### config.mk
export PLATFORM = sky130hd
export DESIGN_NAME = bit_stream_tx_flat
export DESIGN_NICKNAME = d
export VERILOG_FILES = /design/src/rtl/pattern_pkg.sv /design/src/rtl/bit_stream_tx_if.sv /design/src/rtl/bit_stream_tx.sv /design/src/flat_wrapper.sv
export SDC_FILE = /design/constraint.sdc
export NUM_CORES = 1
export LEC_CHECK = 0
export ABC_AREA = 1
export CORE_MARGIN = 4
export CORE_UTILIZATION = 45
export DETAILED_ROUTE_END_ITERATION = 10
export PLACE_DENSITY = 0.7
export RECOVER_POWER = 100
export SYNTH_ARGS = -nofsm -noshare
export SYNTH_HDL_FRONTEND = slang
export SYNTH_SLANG_ARGS = --single-unit
### constraint.sdc
create_clock -name clk -period 2.15 [get_ports clk]
set_input_delay 0.43 -clock clk [delete_from_list [all_inputs] [get_ports clk]]
set_output_delay 0.43 -clock clk [all_outputs]
set_load 0.05 [all_outputs]
### src/rtl/pattern_pkg.sv
// rtl/pattern_pkg.sv - shared state encodings, symbol and pattern constants for the bit-stream blocks
package pattern_pkg;

  typedef enum logic [1:0] {
    S_IDLE  = 2'd0,
    S_SHIFT = 2'd1,
    S_GAP   = 2'd2
  } state_t;

  // Symbol encoding on the serial line
  localparam logic B = 1'b0;
  localparam logic C = 1'b1;

  // Pattern the downstream detector looks for, earliest symbol in the MSB
  localparam logic [4:0] PAT_BCCBC = 5'b01101;

  // Gap counter width, enough for GAP up to 15
  localparam int GAP_W = 4;

endpackage

### src/rtl/bit_stream_tx_if.sv
// rtl/bit_stream_tx_if.sv - load handshake plus serial data/valid bundle of the bit-stream transmitter
interface bit_stream_tx_if #(
  parameter int WIDTH = 8
);

  logic [WIDTH-1:0] data_i;
  logic             load_i;
  logic             ready_o;
  logic             d_o;
  logic             valid_o;

  // Word source / bit consumer side
  modport master (
    output data_i, load_i,
    input  ready_o, d_o, valid_o
  );

  // Transmitter side
  modport slave (
    input  data_i, load_i,
    output ready_o, d_o, valid_o
  );

endinterface

### src/rtl/bit_stream_tx.sv
// rtl/bit_stream_tx.sv - serial transmitter shifting loaded words out one bit per clock with optional idle gap
module bit_stream_tx
  import pattern_pkg::*;
#(
  parameter int WIDTH     = 8,
  parameter int GAP       = 0,
  parameter int MSB_FIRST = 1,
  parameter int CNT_W     = 16
) (
  input  logic             clk,
  input  logic             rst,
  bit_stream_tx_if.slave   bus,
  output logic             busy_o,
  output logic [CNT_W-1:0] words_sent_o
);

  localparam int BW = (WIDTH > 1) ? $clog2(WIDTH) : 1;

  state_t           state_q, state_d;
  logic [WIDTH-1:0] shift_q;
  logic [BW-1:0]    bit_cnt_q;
  logic [GAP_W-1:0] gap_cnt_q;
  logic             d_q, d_d;
  logic             valid_q, busy_q;
  logic [CNT_W-1:0] words_q;

  logic ready;
  logic accept;
  logic last_bit;
  logic gap_done;
  logic first_bit;
  logic shift_head;
  logic [WIDTH-1:0] load_rest;
  logic [WIDTH-1:0] shift_rest;

  assign last_bit = (state_q == S_SHIFT) && (bit_cnt_q == BW'(WIDTH - 1));
  assign gap_done = (gap_cnt_q == GAP_W'(GAP - 1));

  // Ready depends only on state and bit position so the source can never loop through it
  assign ready  = (state_q == S_IDLE) || (last_bit && (GAP == 0));
  assign accept = bus.load_i && ready;

  // The first bit goes straight to the output register; the shift register keeps the rest
  assign first_bit  = (MSB_FIRST != 0) ? bus.data_i[WIDTH-1] : bus.data_i[0];
  assign shift_head = (MSB_FIRST != 0) ? shift_q[WIDTH-1]    : shift_q[0];
  assign load_rest  = (MSB_FIRST != 0) ? {bus.data_i[WIDTH-2:0], 1'b0}
                                       : {1'b0, bus.data_i[WIDTH-1:1]};
  assign shift_rest = (MSB_FIRST != 0) ? {shift_q[WIDTH-2:0], 1'b0}
                                       : {1'b0, shift_q[WIDTH-1:1]};

  // State register
  always_ff @(posedge clk) begin
    if (rst) state_q <= S_IDLE;
    else     state_q <= state_d;
  end

  // Next state and next serial bit; an unknown encoding falls back to IDLE
  always_comb begin
    state_d = state_q;
    d_d     = B;
    case (state_q)
      S_IDLE: begin
        if (accept) state_d = S_SHIFT;
      end
      S_SHIFT: begin
        if (last_bit) begin
          if (GAP == 0) state_d = accept ? S_SHIFT : S_IDLE;
          else          state_d = S_GAP;
        end
      end
      S_GAP: begin
        if (gap_done) state_d = S_IDLE;
      end
      default: state_d = S_IDLE;
    endcase
    if (accept)                                d_d = first_bit;
    else if ((state_q == S_SHIFT) && !last_bit) d_d = shift_head;
  end

  // Registered line outputs follow the next state so d_o is B whenever valid_o is low
  always_ff @(posedge clk) begin
    if (rst) begin
      d_q     <= B;
      valid_q <= 1'b0;
      busy_q  <= 1'b0;
    end else begin
      d_q     <= d_d;
      valid_q <= (state_d == S_SHIFT);
      busy_q  <= (state_d != S_IDLE);
    end
  end

  // Shift register: capture on accept, advance one bit per SHIFT cycle
  always_ff @(posedge clk) begin
    if (rst)                     shift_q <= '0;
    else if (accept)             shift_q <= load_rest;
    else if (state_q == S_SHIFT) shift_q <= shift_rest;
  end

  // Bit counter tracks the bit currently on the line, back to 0 after the last one
  always_ff @(posedge clk) begin
    if (rst)                                   bit_cnt_q <= '0;
    else if ((state_q == S_SHIFT) && !last_bit) bit_cnt_q <= bit_cnt_q + 1'b1;
    else                                       bit_cnt_q <= '0;
  end

  // Gap counter times the idle cycles after each word
  always_ff @(posedge clk) begin
    if (rst)                                 gap_cnt_q <= '0;
    else if ((state_q == S_GAP) && !gap_done) gap_cnt_q <= gap_cnt_q + 1'b1;
    else                                     gap_cnt_q <= '0;
  end

  // Words-sent counter, wraps naturally at its width
  always_ff @(posedge clk) begin
    if (rst)           words_q <= '0;
    else if (last_bit) words_q <= words_q + 1'b1;
  end

  assign bus.ready_o  = ready;
  assign bus.d_o      = d_q;
  assign bus.valid_o  = valid_q;
  assign busy_o       = busy_q;
  assign words_sent_o = words_q;

endmodule

### src/flat_wrapper.sv
// flat-port wrapper written by rule: the top's interface ports become plain ports
module bit_stream_tx_flat import pattern_pkg::*;
#(
  parameter int WIDTH     = 8,
  parameter int GAP       = 0,
  parameter int MSB_FIRST = 1,
  parameter int CNT_W     = 16
)
  (clk, rst, busy_o, words_sent_o, bus_data_i, bus_load_i, bus_ready_o, bus_d_o, bus_valid_o);
  bit_stream_tx_if #(.WIDTH(WIDTH)) bus_i ();
  input  logic clk;
  input  logic rst;
  output logic busy_o;
  output logic [CNT_W-1:0] words_sent_o;
  input wire logic [$bits(bus_i.data_i)-1:0] bus_data_i;
  input wire logic [$bits(bus_i.load_i)-1:0] bus_load_i;
  output wire logic [$bits(bus_i.ready_o)-1:0] bus_ready_o;
  output wire logic [$bits(bus_i.d_o)-1:0] bus_d_o;
  output wire logic [$bits(bus_i.valid_o)-1:0] bus_valid_o;
  assign bus_i.data_i = bus_data_i;
  assign bus_i.load_i = bus_load_i;
  assign bus_ready_o = bus_i.ready_o;
  assign bus_d_o = bus_i.d_o;
  assign bus_valid_o = bus_i.valid_o;
  bit_stream_tx #(.WIDTH(WIDTH), .GAP(GAP), .MSB_FIRST(MSB_FIRST), .CNT_W(CNT_W)) u_core (.clk(clk), .rst(rst), .bus(bus_i), .busy_o(busy_o), .words_sent_o(words_sent_o));
endmodule
# After elaboration in Yosys (flattened, before gate mapping)
# Cells that the tools add are included.
[totals] reg_bits=35 in_bits=11 output_inout_bits=20 wordCells=39
[classes] add_sub_neg=3 n_eq_ne=5 n_mux=9 n_bitwise=2 reduce_logical=12
[op_table] op="adder 16 x 1 -> 16 bit (second input constant)" count=1
[op_table] op="2-to-1 mux 8 bit" count=2
[op_table] op="2-to-1 mux 2 bit" count=3
[op_table] op="case mux 2 bit (3 select lines)" count=1
[op_table] op="adder 4 x 1 -> 4 bit (second input constant)" count=1
[op_table] op="equality test 2 x 1 -> 1 bit (second input constant)" count=2
[op_table] op="equality test 4 bit (second input constant)" count=1
[op_table] op="logical AND 1 bit" count=4
[op_table] op="nonzero test 2 bit" count=2
[op_table] op="OR reduction 2 bit" count=2
[op_table] op="adder 3 x 1 -> 3 bit (second input constant)" count=1
[op_table] op="equality test 3 bit (second input constant)" count=1
[op_table] op="2-to-1 mux 1 bit" count=3
[op_table] op="equality test 2 bit (second input constant)" count=1
[op_table] op="zero test 1 bit" count=2
[op_table] op="zero test 2 bit" count=1
[op_table] op="inverter 1 bit" count=2
[op_table] op="logical OR 1 bit" count=1

# Logic depth before layout (Yosys ltp)
# Gate-level depths: netlist of run 1.
[logic_depth] depth_word=8 mapped_depth=11 ltp_nobuf=10

# Least setup slack after synthesis of run 1
# No wires, ideal clock.
[synth_timing] path_type="reg-to-output" startpoint="register u_core.bit_cnt_q[0]" endpoint="output port bus_ready_o" t_arrival_ns=1.595 t_required_ns=1.720 path_slack_ns=0.125 stages_incl_launch_ff=5 path_buffers=0 path_cell_list="dfxtp_1 -> ha_1 -> ha_1 -> inv_1 -> a21oi_1"
[synth_via] elab_chain_len=3
[synth_lines] element="start, declared" line="bit_stream_tx.sv:21" source="logic [BW-1:0] bit_cnt_q;"
[synth_lines] element="start signal, assigned" line="bit_stream_tx.sv:103" source="else if ((state_q == S_SHIFT) && !last_bit) bit_cnt_q <= bit_cnt_q + 1'b1;"
[synth_lines] element="equality test 3 bit" line="bit_stream_tx.sv:36" source="assign last_bit = (state_q == S_SHIFT) && (bit_cnt_q == BW'(WIDTH - 1));"
[synth_lines] element="logical AND 1 bit" line="bit_stream_tx.sv:36"
[synth_lines] element="logical OR 1 bit" line="bit_stream_tx.sv:40" source="assign ready = (state_q == S_IDLE) || (last_bit && (GAP == 0));"
[synth_lines] element="end, declared" line="flat_wrapper.sv:17" source="output wire logic [$bits(bus_i.ready_o)-1:0] bus_ready_o;"
# No other way between the ends.

# Final worst setup path of run 1
[layout_timing] startpoint="register u_core.words_q[11] (netlist: u_core.words_sent_o[11])" endpoint="output port words_sent_o[11]"
[layout_rtl] element="start, declared" line="bit_stream_tx.sv:25" source="logic [CNT_W-1:0] words_q;"
[layout_rtl] element="start signal, assigned" line="bit_stream_tx.sv:117" source="else if (last_bit) words_q <= words_q + 1'b1;"
[layout_rtl] element="end, declared" line="flat_wrapper.sv:14" source="output logic [CNT_W-1:0] words_sent_o;"
# No word-level cell between the ends.

==> out/metrics.yaml, run 1 <==
status: "completed"
ant_nets: 0
cp-end-kind: "output port"
worst_slew_pin_slew_ns: 0.506
ys_top_cells_by_area: "dfxtp_1, nand2_1, inv_1"
row_count: 21
routed_via_density: 4.65
post_cts.repair.setup_buffers: 0
synthFlopType: "dfxtp_1"
critPathArrivalTime_ns: 1.60
gp_congestion: 0.788
cts_max_path_buffers: 2
power.leakage_uw: 0.000961
drive_above_1_share_pct: 11.8
max_stage_delay_ns: 0.90
rr_startpoint: "u_core.bit_cnt_q[0]$_SDFF_PP0_"
cp_slowest_cell: "dlygate4sd3_1"
grt_pass1_wl_um: 5410
finalPower_uw: 1330
r2r_cells: 9
dp_hpwl_um: 2290
cts.clk_slew.worst_paths_ns: 0.07
drc_errors: 0
io_pins: 31
hold_end: "u_core.bit_cnt_q[0]$_SDFF_PP0_"
cp_top_family: "buffers and inverters"
port_buffers: 30
irDropWorstVdd_v: 0.000409
drtPass1Iterations: 4
antenna_found_initial: 0
fin_cells: 301
syn_inst: 219
dr_total_vias: 1400
synth.most_common_cell: "nand2_1"
crit_fanout: 5
yosysWarnings: 0
wl_per_cell_um: 10.0
placed_cells: 293
initial_utilization_pct: 48.3
rsz0062_at_grt: "false"
worstHoldStart: "u_core.bit_cnt_q[0]$_SDFF_PP0_"
holdWs_ns: 0.418
grt_max_degree: 14
finClkSkew_ns: 0.00299
period_share_pct: 94.2
start_kind: "flip-flop"
hold_path_class: "flip-flop to flip-flop"
synth_edf_count: 0
avgSynthCellArea_um2: 7.66
grtUsageTotal_pct: 14.0
finalHoldViolCount: 0
cp_num_buf_inv: 1
ff2ff_setup_slack_ns: 0.32
dieArea_um2: 4770
max_freq_mhz: 494
synth_top_area_share_pct: 41.8
synth_cell_types: 29
async_flop_share_pct: 0
finalSetupTns_ns: 0
die_x_um: 69.0
yosys.area.top_type: "dfxtp_1"
root_buffer: "clkbuf_8"
syn_area_um2: 1680
numCtsBuffers: 5
clkLatencyLatePin_ns: 0.29
totalWireLength_um: 3020
dp_slack_ns: 0.435
areaGrowthSynthToFinish_pct: 24.0
drv_slew: 0
synth_seq_cells: 35
rr_endpoint: "u_core.words_sent_o[12]$_SDFFE_PP0P_"
maxSlewHeadroom_pct: 66.2
synth_nets: 234
synth-seq-area-share_pct: 41.8
final-setup-viol-count: 0
dr.first_iter.drc_count: 56
setup_ws_ns: 0.125
synth_common_cells: "nand2_1, inv_1, dfxtp_1, nor2_1, a21oi_1"
num-nets-final: 269
cts_max_level: 2
cts_sinks: 35
crit_type: "flip-flop to output port"
hold_depth: 1
period_needed_ns: 2.03
crit_chain: "dlygate4sd3_1"
worstPathRequired_ns: 1.72
grt-ovfl-total: 0
tritoncts: "yes"
max-cap-violations: 0
powerDensity_nw_per_um2: 638
die_h_um: 69.0
n_antenna_cell: 0
grt_pass1_vias: 1243
coreArea_um2: 3470
-- final cells by class --
| type | count | area (µm²) |
|---|---|---|
| Multi-Input combinational cell | 139 | 736 |
| Inverter | 41 | 159 |
| Clock buffer | 8 | 100 |
| Fill cell | 332 | 1390 |
| Timing Repair Buffer | 32 | 325 |
| Sequential cell | 35 | 701 |
| Tap cell | 46 | 57.6 |
-- worst max path at each step --
stage                                          from                              to  slack [ns]  depth (start not counted)
4_1_cts              u_core.bit_cnt_q[0]$_SDFF_PP0_                     bus_ready_o        0.10                          5
2_1_floorplan        u_core.bit_cnt_q[0]$_SDFF_PP0_                     bus_ready_o        0.13                          4
6_report       u_core.words_sent_o[11]$_SDFFE_PP0P_                words_sent_o[11]        0.12                          1
3_3_place_gp    u_core.words_sent_o[2]$_SDFFE_PP0P_                 words_sent_o[2]        0.46                          1
5_1_grt              u_core.bit_cnt_q[0]$_SDFF_PP0_                     bus_ready_o        0.06                          5
3_5_place_dp                             bus_load_i  u_core.shift_q[5]$_SDFFE_PP0P_        0.44                          7
-- registers in the layout (all words and copies together) (netlist names) --
register / cells
u_core.shift_q: 7
u_core.state_q: 2
u_core.busy_o: 1
u_core.bit_cnt_q: 3
u_core.words_sent_o: 16
u_core.gap_cnt_q: 4
u_core.bus.d_o: 1
u_core.bus.valid_o: 1
-- metal layers --
layer,wire length [µm],track usage (%)
met1,1400,16.7
met2,1400,21.8
met3,182,5.81
met4,38,6.51
met5,0,0
-- power by group --
group	internal (µW)	switching, µW
clock	292	222
sequential	668	6.70
combinational	55.9	82.4
-- per-stage QoR --
| stage | instance area [µm²] | util (%) |
|---|---|---|
| final | 2080 | 59.9 |
| after global routing | 2080 | 59.9 |
| after CTS | 2120 | 61.1 |
| after detailed placement | 2020 | 58.3 |
| after global placement | 2020 | 58.3 |
| after floorplan | 1680 | - |
-- placed cells by master (no fill, tap or decap), drive strengths merged --
| master | instances |
|---|---|
| buf | 3 |
| nor2 | 32 |
| inv | 40 |
| nor3 | 3 |
| nand3 | 14 |
| clkbuf | 8 |
| o21ai | 16 |
| dfxtp | 35 |
| o21bai | 1 |
| clkdlybuf4s50 | 10 |
| a31oi | 1 |
| nand2 | 44 |
| xor2 | 3 |
| a21oi | 15 |
| clkinv | 1 |
| dlygate4sd3 | 19 |
| ha | 4 |
| nor3b | 1 |
| nand4 | 4 |
| o21a | 1 |
-- kinds of logic after synthesis --
kind of cell,share of synthesized area (%)
and+or+nand+nor,30.2
buffers and inverters,11.8
DFF,41.8
AOI/OAI and AO/OA,11.6
adders and majority gates,2.99
xor gates and xnor gates,1.57
-- what timing repair did --
action | 4_1_cts | 5_1_grt
setup endpoints to repair | 0 | 1
gates resized for setup | 0 | 1
hold buffers | 0 | 0
hold endpoints to repair | 0 | 0
Power figures use the tool's default switching activity.
==> run 2: changes to the inputs <==
--- a/config.mk
+++ b/config.mk
@@ -9,7 +9,7 @@
 export CORE_MARGIN = 4
 export CORE_UTILIZATION = 45
 export DETAILED_ROUTE_END_ITERATION = 10
-export PLACE_DENSITY = 0.7
+export PLACE_DENSITY_LB_ADDON = 0.12
 export RECOVER_POWER = 100
 export SYNTH_ARGS = -nofsm -noshare
 export SYNTH_HDL_FRONTEND = slang
==> out/metrics.yaml, run 2 (same netlist as run 1, synthesis figures left out) <==
powerDensity_nw_per_um2: 683  # +7.0%
wl_per_cell_um: 10.2  # +1.3%
gp_congestion: 0.764  # -3.0%
totalWireLength_um: 3060  # +1.3%
routed_via_density: 4.63  # -0.43%
hold_path_class: "flip-flop to flip-flop"
row_count: 21  # unchanged
ff2ff_setup_slack_ns: 0.32  # about the same
rsz0062_at_grt: "false"
maxSlewHeadroom_pct: 51.5  # -15 points
drtPass1Iterations: 4  # unchanged
clkLatencyLatePin_ns: 0.28  # about the same
clkPwrFrac_pct: 42.8  # +4.1 points
io_pins: 31  # unchanged
finalHoldViolCount: 0  # unchanged
mostFrequentLayoutCells: "nand2_1, inv_1, dfxtp_1, nor2_1, dlygate4sd3_1"
max_stage_delay_ns: 0.89  # about the same
dp_hpwl_um: 2280  # -0.38%
root_buffer: "clkbuf_8"
dr_total_vias: 1394  # -0.43%
final_common_cell: "nand2_1"
crit_fanout: 5  # unchanged
die_x_um: 69.0  # unchanged
grt-ovfl-total: 0  # unchanged
dr.first_iter.drc_count: 70  # +25%
coreArea_um2: 3470  # unchanged
grtUsageTotal_pct: 14.4  # +0.40 points
switching_power_uw: 320  # +2.8%
numCtsBuffers: 5  # unchanged
cts_max_path_buffers: 2  # unchanged
largest_register_ffs: 16  # unchanged
cp_top_family: "buffers and inverters"
ant_nets: 0  # unchanged
crit_type: "flip-flop to output port"
period_share_pct: 93.4  # -0.81 points
max-cap-violations: 0  # unchanged
dp_slack_ns: 0.386  # -0.0495 ns
num-nets-final: 269  # unchanged
dieArea_um2: 4770  # unchanged
port_buffers: 30  # unchanged
max_freq_mhz: 498  # +0.86%
cts_max_level: 2  # unchanged
cp_slowest_cell: "dlygate4sd3_1"
areaGrowthSynthToFinish_pct: 23.9  # about the same
critPathArrivalTime_ns: 1.58  # -0.02 ns
cts.clk_slew.worst_paths_ns: 0.07  # about the same
finalSetupTns_ns: 0  # unchanged
combPwrFrac_pct: 9.7  # -0.7 points
initial_utilization_pct: 48.3  # unchanged
grt_pass1_vias: 1344  # +8.1%
internal_power_uw: 1100  # +8.2%
power_switching_share_pct: 22.5  # -0.90 points
status: "completed"
irDropWorstVdd_v: 0.000494  # +21%
worstPathRequired_ns: 1.72  # about the same
die_h_um: 69.0  # unchanged
drc_errors: 0  # unchanged
start_kind: "flip-flop"
n_antenna_cell: 0  # unchanged
cts_sinks: 35  # unchanged
drive_above_1_share_pct: 12.5  # +0.78 points
cp_num_buf_inv: 1  # unchanged
finClkSkew_ns: 0.00561  # +0.00262 ns
drv_slew: 0  # unchanged
antenna_found_initial: 0  # unchanged
setup_ws_ns: 0.142  # +0.0174 ns
worst_slew_pin_slew_ns: 0.725  # +0.219 ns
tritoncts: "yes"
power.leakage_uw: 0.000938  # -2.4%
crit_chain: "dlygate4sd3_1"
fill_cells: 329  # -0.90%
grt_pass1_wl_um: 5760  # +6.5%
cp-end-kind: "output port"
cts_hold_buf: 0  # unchanged
final-setup-viol-count: 0  # unchanged
seqPwrFrac_pct: 47.5  # -3.3 points
period_needed_ns: 2.01  # -0.0174 ns
grt_max_degree: 14  # unchanged
==> run 2: cell types whose count changed in the layout (fill, tap and decap cells not counted), moves of 2 or more <==
cell and change:
nor2_1 +3, o21ai_1 -2, nand2_2 +3, nand2_1 -3, o21ai_0 +2, nor2_2 -2
==> run 2: what timing repair did <==
| item | CTS | global route |
|---|---|---|
| resized for setup | 0 | 1 |
| buffers inserted | 0 | 0 |
| setup endpoints to repair | 0 | 1 |
==> run 2: area by class of cell <==
| class | instances | area [µm²] | area share (%) |
|---|---|---|---|
| multi-input cells | 139 | 717 | 34.5 |
| flip-flops and latches | 35 | 701 | 33.7 |
| repair buffers | 32 | 325 | 15.7 |
| inverters | 41 | 159 | 7.65 |
| clock buffers | 6 | 82.6 | 3.98 |
| well taps | 46 | 57.6 | 2.77 |
| clock inverters | 2 | 35.0 | 1.69 |
==> run 2: power groups by stage <==
stage          sequential [µW]  clock (µW)  combinational (µW)
2_1_floorplan              705           0                85.8
3_3_place_gp               690           0                 143
3_5_place_dp               690           0                 144
4_1_cts                    675         621                 145
5_1_grt                    676         654                 154
6_report                   674         607                 138
==> run 2: worst paths after layout <==
check                                       start                              endpoint  depth (start not counted)
max          u_core.words_sent_o[10]$_SDFFE_PP0P_                      words_sent_o[10]                          1
min                u_core.bit_cnt_q[0]$_SDFF_PP0_        u_core.bit_cnt_q[0]$_SDFF_PP0_                          1
max reg2reg        u_core.bit_cnt_q[0]$_SDFF_PP0_  u_core.words_sent_o[13]$_SDFFE_PP0P_                          7
min reg2reg        u_core.bit_cnt_q[0]$_SDFF_PP0_        u_core.bit_cnt_q[0]$_SDFF_PP0_                          1
==> run 2: per-stage QoR <==
stage                     util [%]  area, µm²  hold WS [ns]  total power, µW  instances
after detailed placement      58.3       2020         0.420              834        293
after global placement        58.3       2020         0.418              833        293
final                         59.9       2080         0.428             1420        301
after CTS                     61.7       2140         0.431             1440        301
after floorplan                  -       1680         0.399              791        219
after global routing          59.9       2080         0.449             1480        301
==> run 2: metal layers <==
layer | GRT usage (%) | routed length (µm)
met5 | 0 | 0
met3 | 3.78 | 133
met1 | 18.1 | 1520
met2 | 23.3 | 1350
met4 | 5.86 | 48
==> run 3: changes to the inputs <==
--- a/config.mk
+++ b/config.mk
@@ -9,6 +9,7 @@
 export CORE_MARGIN = 4
 export CORE_UTILIZATION = 45
 export DETAILED_ROUTE_END_ITERATION = 10
+export GPL_TIMING_DRIVEN = 0
 export PLACE_DENSITY_LB_ADDON = 0.12
 export RECOVER_POWER = 100
 export SYNTH_ARGS = -nofsm -noshare
==> out/metrics.yaml, run 3 (same netlist as run 1, synthesis figures left out) <==
grt_pass1_vias: 1390  # +3.4%
port_buffers: 30  # unchanged
status: "completed"
grt-ovfl-total: 0  # unchanged
finalPower_uw: 1260  # -11%
n_antenna_cell: 0  # unchanged
cts_max_level: 2  # unchanged
maxSlewHeadroom_pct: 66.1  # +15 points
finalSetupTns_ns: 0  # unchanged
cts.clk_slew.worst_paths_ns: 0.07  # about the same
routed_via_density: 4.67  # +0.84%
drc_errors: 0  # unchanged
clkLatencyLatePin_ns: 0.28  # about the same
rsz0062_at_grt: "false"
mostFrequentLayoutCells: "nand2_1, inv_1, dfxtp_1, nor2_1, dlygate4sd3_1"
critPathArrivalTime_ns: 1.59  # about the same
power.leakage_uw: 0.000910  # -2.9%
cts_hold_buf: 0  # unchanged
numCtsBuffers: 5  # unchanged
dr.first_iter.drc_count: 73  # +4.3%
root_buffer: "clkbuf_8"
num-nets-final: 271  # +0.74%
largest_register_ffs: 16  # unchanged
wl_per_cell_um: 10.7  # +5.4%
cp_slowest_cell: "dlygate4sd3_1"
die_x_um: 69.0  # unchanged
crit_chain: "dlygate4sd3_1"
holdWs_ns: 0.422  # -0.00572 ns
areaGrowthSynthToFinish_pct: 23.2
drv_slew: 0  # unchanged
start_kind: "flip-flop"
final-setup-viol-count: 0  # unchanged
period_needed_ns: 2.02  # +0.0100 ns
coreArea_um2: 3470  # unchanged
drtPass1Iterations: 4  # unchanged
crit_type: "flip-flop to output port"
row_count: 21  # unchanged
cts_max_path_buffers: 2  # unchanged
grt_max_degree: 11  # -3
finalHoldViolCount: 0  # unchanged
max-cap-violations: 0  # unchanged
placed_cells: 295  # +0.68%
ant_nets: 0  # unchanged
grt_pass1_wl_um: 5970  # +3.6%
max_stage_delay_ns: 0.90  # about the same
cp-end-kind: "output port"
irDropWorstVdd_v: 0.000407  # -18%
max_freq_mhz: 496  # -0.50%
drive_above_1_share_pct: 12.8  # +0.29 points
fin_cells: 303  # +0.66%
tritoncts: "yes"
initial_utilization_pct: 48.3  # unchanged
finClkSkew_ns: 0.00263  # -0.00298 ns
cts_sinks: 35  # unchanged
cp_top_family: "buffers and inverters"
crit_fanout: 4  # -1
cts_resized: 5  # +5
dr_total_vias: 1415  # +1.5%
antenna_found_initial: 0  # unchanged
io_pins: 31  # unchanged
worst_slew_pin_slew_ns: 0.507  # -0.218 ns
gp_congestion: 0.754  # -1.3%
hold_path_class: "flip-flop to flip-flop"
dp_hpwl_um: 2500  # +9.9%
worstPathRequired_ns: 1.72  # about the same
grtUsageTotal_pct: 15.3  # +0.87 points
post_cts.repair.setup_buffers: 0  # unchanged
dieArea_um2: 4770  # unchanged
powerDensity_nw_per_um2: 611  # -10%
period_share_pct: 93.8  # +0.47 points
die_h_um: 69.0  # unchanged
cp_num_buf_inv: 1  # unchanged
final_common_cell: "nand2_1"
totalWireLength_um: 3240  # +6.1%
## run 3: final timing paths
check | startpoint | endpoint | slack [ns] | cells after the start
hold / removal | u_core.bit_cnt_q[0]$_SDFF_PP0_ | u_core.bit_cnt_q[0]$_SDFF_PP0_ | 0.42 | 1
setup / recovery | u_core.words_sent_o[0]$_SDFFE_PP0P_ | words_sent_o[0] | 0.13 | 1
setup reg to reg | u_core.bit_cnt_q[0]$_SDFF_PP0_ | u_core.shift_q[7]$_SDFFE_PP0P_ | 0.30 | 11
hold reg to reg | u_core.bit_cnt_q[0]$_SDFF_PP0_ | u_core.bit_cnt_q[0]$_SDFF_PP0_ | 0.42 | 1
## run 3: area by class of cell
cell class,count,area (µm²)
Inverter,41,155
Multi-Input combinational cell,139,752
Sequential cell,35,701
Clock inverter,1,5.00
Clock buffer,7,76.3
Fill cell,351,1400
Buffer,4,23.8
Timing Repair Buffer,30,295
Tap cell,46,57.6
## run 3: report_power, final
group	leakage, µW	internal [µW]	switching (µW)
Combinational	0.000583	52.3	81.8
Sequential	0.000285	668	7.64
Clock	0.0000422	227	226
Total	0.000910	947	316
## run 3: stage by stage
| stage | cell area [µm²] | worst slack (ns) | util (%) |
|---|---|---|---|
| 2_1_floorplan | 1680 | 0.125 | - |
| 3_3_place_gp | 2030 | -0.122 | 58.7 |
| 3_5_place_dp | 2030 | -0.158 | 58.7 |
| 4_1_cts | 2110 | 0.0727 | 60.9 |
| 5_1_grt | 2070 | 0.0602 | 59.6 |
| 6_report | 2070 | 0.132 | 59.6 |
## run 3: layer usage
metal / GRT usage, % / part of all wire, % / up-vias
li1: - / - / 756
met1: 17.7 / 48 / 629
met2: 25.4 / 45 / 23
met3: 5.23 / 4.6 / 7
met4: 6.51 / 1.9 / 0
met5: 0 / 0 / -
